**config.mk**
```make
export PLATFORM = sky130hd
export DESIGN_NAME = shift_sequencer
export DESIGN_NICKNAME = d
export VERILOG_FILES = /design/src/rtl/shift_sequencer.sv
export SDC_FILE = /design/constraint.sdc
export NUM_CORES = 1
export LEC_CHECK = 0
export CORE_MARGIN = 2
export CORE_UTILIZATION = 46
export DETAILED_ROUTE_END_ITERATION = 12
export PLACE_DENSITY = 0.79
export RECOVER_POWER = 50
export SETUP_SLACK_MARGIN = 0.15
export SYNTH_ARGS = -nofsm -noshare
export SYNTH_HDL_FRONTEND = slang
export SYNTH_SLANG_ARGS = --single-unit
```
**constraint.sdc**
```tcl
create_clock -name clk_i -period 1.5 [get_ports clk_i]
set_input_delay 0.15 -clock clk_i [delete_from_list [all_inputs] [get_ports clk_i]]
set_output_delay 0.15 -clock clk_i [all_outputs]
set_load 0.05 [all_outputs]
```
**src/rtl/shift_sequencer.sv**
```systemverilog
// Multi-cycle shift controller: latches an operand, then performs one single-bit
// logical/arithmetic/rotate pass per clock and reports the result with a done pulse.
module shift_sequencer #(
  parameter int WIDTH = 16,
  parameter int AMT_W = 4
) (
  input  logic             clk_i,
  input  logic             rst_i,
  input  logic             start_i,
  input  logic             dir_i,
  input  logic [1:0]       mode_i,
  input  logic [AMT_W-1:0] amount_i,
  input  logic [WIDTH-1:0] data_in_i,
  output logic             busy_o,
  output logic             done_o,
  output logic [WIDTH-1:0] result_o,
  output logic             shift_out_o,
  output logic             zero_o
);

  typedef enum logic [1:0] {IDLE, SHIFT, DONE} state_e;

  state_e             state_q, state_d;
  logic [AMT_W-1:0]   cnt_q, cnt_d;
  logic               dir_q, dir_d;
  logic [1:0]         mode_q, mode_d;
  logic [WIDTH-1:0]   work_q, work_d;
  logic [WIDTH-1:0]   result_q, result_d;
  logic               shout_q, shout_d;
  logic               zero_q, zero_d;

  logic [WIDTH-1:0]   pass_val;
  logic               pass_out;
  logic               fill;

  // One single-position pass of the working register (the shifting_mid stage).
  always_comb begin
    fill     = 1'b0;
    pass_val = work_q;
    pass_out = 1'b0;
    if (!dir_q) begin
      fill     = (mode_q == 2'b10) ? work_q[WIDTH-1] : 1'b0;
      pass_val = {work_q[WIDTH-2:0], fill};
      pass_out = work_q[WIDTH-1];
    end else begin
      case (mode_q)
        2'b01:   fill = work_q[WIDTH-1];
        2'b10:   fill = work_q[0];
        default: fill = 1'b0;
      endcase
      pass_val = {fill, work_q[WIDTH-1:1]};
      pass_out = work_q[0];
    end
  end

  always_comb begin
    state_d  = state_q;
    cnt_d    = cnt_q;
    dir_d    = dir_q;
    mode_d   = mode_q;
    work_d   = work_q;
    result_d = result_q;
    shout_d  = shout_q;
    zero_d   = zero_q;
    case (state_q)
      IDLE: begin
        if (start_i) begin
          dir_d   = dir_i;
          mode_d  = mode_i;
          work_d  = data_in_i;
          cnt_d   = amount_i;
          shout_d = 1'b0;
          if (amount_i == '0) begin
            state_d  = DONE;
            result_d = data_in_i;
            zero_d   = (data_in_i == '0);
          end else begin
            state_d = SHIFT;
          end
        end
      end
      SHIFT: begin
        work_d  = pass_val;
        shout_d = pass_out;
        cnt_d   = cnt_q - AMT_W'(1);
        // Result is published on entry to DONE so it is valid alongside the pulse.
        if (cnt_q == AMT_W'(1)) begin
          state_d  = DONE;
          result_d = pass_val;
          zero_d   = (pass_val == '0);
        end
      end
      DONE:    state_d = IDLE;
      default: state_d = IDLE;
    endcase
  end

  always_ff @(posedge clk_i) begin
    if (rst_i) begin
      state_q  <= IDLE;
      cnt_q    <= '0;
      dir_q    <= 1'b0;
      mode_q   <= 2'b00;
      work_q   <= '0;
      result_q <= '0;
      shout_q  <= 1'b0;
      zero_q   <= 1'b1;
    end else begin
      state_q  <= state_d;
      cnt_q    <= cnt_d;
      dir_q    <= dir_d;
      mode_q   <= mode_d;
      work_q   <= work_d;
      result_q <= result_d;
      shout_q  <= shout_d;
      zero_q   <= zero_d;
    end
  end

  assign busy_o      = (state_q != IDLE);
  assign done_o      = (state_q == DONE);
  assign result_o    = result_q;
  assign shift_out_o = shout_q;
  assign zero_o      = zero_q;

endmodule

```
==> flow_summary_export.csv <==
group,metric,value,unit
sta,hold_viol,0,
setup_path,crit_path_end_kind,"register",
drt,drt_iter0_drc,310,
die,core_area,4660,sq um
sta,tns,-1.91,ns
run_status,violations,"negative setup slack",
synth,synth_fp_nets,293,
clock_tree,clock_path_buffers,2,
layout,final_area,3390,sq um
drt,via_count,2440,
clock_tree,clk_latency,0.31,ns
place,gp_congestion,0.874,
clock_tree,cts_buffers,5,
min_path,min_path_type,"input port to register",
sta,skew,0.0162,ns
clock_tree,cts.htree.levels,2,
sta,relSlewSlack,0.567,
die,ioPinCount,46,
synth,ys_seq_area_frac,0.391,
clock_tree,clockRootBuffer,"clkbuf_8",
pwr,p_per_area,932,nW/um^2
pwr,total_power,3.16,mW
synth,synth_compound_area_frac,0.165,
die,die_h,73.2,um
sta,setup_viol,28,
sta,period_share,1.13,
drt,antenna_left,0,
sta,rsz0062_at_grt,"yes",
drt,viasPerCell,6.05,
global_route,grtUsageTotal,0.267,
setup_path,cp.required,1.75,ns
drt,routed_wl,8.00,mm
global_route,grt_pass1_vias,2182,
synth,synth.distinct_cells,34,
synth,synth.area.mux_share,0.153,
sta,worst_hold_slack,0.369,ns
clock_tree,cts_hold_buf,0,
global_route,grt_max_degree,37,
clock_tree,cts_tree,"yes",
global_route,grt_pass1_wl,10.8,mm
synth,synth_seq_cells,43,
layout,nets,378,
die,die-area,5360,sq um
sta,fin_ws,-0.200,ns
pwr,ir_drop,0.601,mV
synth,synth.avg_cell_area,8.37,sq um
setup_path,path_class,"register to register",
flow_run,drv_cap,0,
synth,synth_cells,263,
place,portBuffers,45,
setup_path,cp.arrival,1.95,ns
die,rows,25,
place,dp_hpwl,4.41,mm
setup_path,cp_max_fo,7,
clock_tree,cts_sinks,43,
place,dpl_cell_area,2880,sq um
sta,post-route-min-period,1.70,ns
clock_tree,clk_pin_slew_worst_paths,0.09,ns
layout,syn_to_final_growth,54.1,%
layout,diodes,0,
synth,synth_top_family_by_area,"simple AND/OR/NAND/NOR gates",
synth,yosys_warnings,0,
die,start_util,0.472,
sta,fmax,0.588,GHz
sta,worstMarginPinSlew,0.653,ns
sta,slew_viol_final,0,
drt,dr.pass1.iters,5,
synth,synth-xor-area-share,0,
layout,drive_above_1_share,0.401,
run_status,run_status,"finished, violations left",
global_route,grt-ovfl-total,0,
pwr,p_leak,1.30,nW
synth,syn_area,2200,sq um
setup_path,rrSetupSlack,-0.20,ns
layout,post-route-util,0.728,
synth,yosys.area_share.simple,0.213,
setup_path,critPathLaunchType,"register",
drt,post_drt_wl_per_cell,19.8,um
global_route,antenna_found_initial,0,
drt,drc,0,
layout,fillers,314,
die,die_w,73.2,um
synth,yosys.area_share.adder,0.0227,
==> layout make-up <==
class | count | area, sq um | area share
clock buffers | 6 | 72.6 | 0.0214
clock inverters | 2 | 12.5 | 0.00369
repair buffers | 96 | 840 | 0.247
well taps | 54 | 67.6 | 0.0199
multi-input cells | 196 | 1510 | 0.444
inverters | 6 | 22.5 | 0.00663
flip-flops and latches | 43 | 873 | 0.257
==> stage by stage <==
| stage | instances | worst slack [ns] |
|---|---|---|
| 2_1_floorplan | 263 | -0.0760 |
| 3_3_place_gp | 379 | -0.299 |
| 3_5_place_dp | 379 | -0.325 |
| 4_1_cts | 396 | -0.0721 |
| 5_1_grt | 403 | -0.262 |
| 6_report | 403 | -0.200 |
==> cell usage in the layout (no fill, tap or decap), types with 3 or more instances in the layout <==
master	synthesis	final
clkbuf_8	0	5
nand2_1	70	56
dfxtp_2	0	4
buf_12	0	3
nor3_1	4	4
nand2_2	0	13
buf_4	1	33
inv_1	6	4
clkdlybuf4s50_1	0	24
buf_8	0	3
o211ai_1	5	5
a21oi_1	33	26
nor4_1	6	4
a211oi_1	4	4
mux2_4	0	27
a21oi_2	5	12
clkbuf_1	8	20
dfxtp_1	43	37
nor2_1	10	8
buf_6	3	12
ha_4	0	3
==> flip-flops by register name, summed over array words and instances (netlist names) <==
signal	flops
work_q	16
state_q	2
shift_out_o	1
mode_q	2
cnt_q	4
zero_o	1
result_o	16
dir_q	1
==> logic make-up (layout without fill, tap and decap cells) <==
kind of cell / after synthesis / count (layout)
muxes: 30 / 30
buffers and inverters: 24 / 110
AOI/OAI and AO/OA: 57 / 57
DFF: 43 / 43
and+or+nand+nor: 105 / 105
adders and majority gates: 4 / 4
==> power breakdown <==
group	switching [mW]	internal [mW]
registers	0.0863	1.23
logic	0.555	0.548
clock network	0.424	0.326
==> worst max-delay path: stages (launching register included) <==
cell,delay (ns)
dfxtp_4,0.39
buf_6,0.10
buf_8,0.12
nor4b_1,0.36
o21ai_0,0.17
a2111o_1,0.33
a31oi_1,0.18
==> what timing repair did <==
| item | in CTS | in global routing |
|---|---|---|
| setup buffers | 7 | 7 |
| gates resized for setup | 62 | 39 |
| pin swaps | 13 | 12 |
| setup endpoints to repair | 36 | 39 |
| hold endpoints to repair | 0 | 0 |
| cloned | 2 | 0 |
==> path summary, 6_finish.rpt <==
path | from | endpoint | cells after the start
hold / removal | start_i | mode_q[0] | 6
setup / recovery | dir_q | zero_o | 6
setup reg to reg | dir_q | zero_o | 6
hold reg to reg | result_o[3] | result_o[3] | 2
==> routing by layer <==
layer	up-vias	wire, um	track usage	part of all wire
li1	1086	-	-	-
met2	132	3920	0.415	0.49
met4	0	312	0.136	0.039
met3	46	478	0.0442	0.060
met5	-	0	0	0
met1	1176	3290	0.355	0.41
==> cells in the mapped netlist <==
master,instances,area [sq um]
nand2_1,70,263
dfxtp_1,43,861
a21oi_1,33,165
mux2_2,29,327
nor2_1,10,37.5
clkbuf_1,8,30.0
buf_2,6,30.0
inv_1,6,22.5
nor4_1,6,37.5
a21oi_2,5,43.8
o211ai_1,5,37.5
a211oi_1,4,30.0
ha_1,4,50.1
nor3_1,4,20.0
buf_6,3,33.8
nand2b_1,3,18.8
a22oi_1,2,15.0
a31oi_1,2,12.5
nor2b_1,2,12.5
o21ai_0,2,10.0
or2_2,2,12.5
or3b_1,2,17.5
a2111o_1,1,11.3
buf_4,1,7.51
mux2i_1,1,10.0
nand4_1,1,6.26
nand4b_1,1,8.76
nor2_2,1,6.26
nor4b_1,1,8.76
o22a_1,1,8.76
o22ai_4,1,20.0
o311ai_0,1,8.76
or4_1,1,7.51
or4_4,1,11.3
No activity file was read; power rests on OpenSTA's default activity.
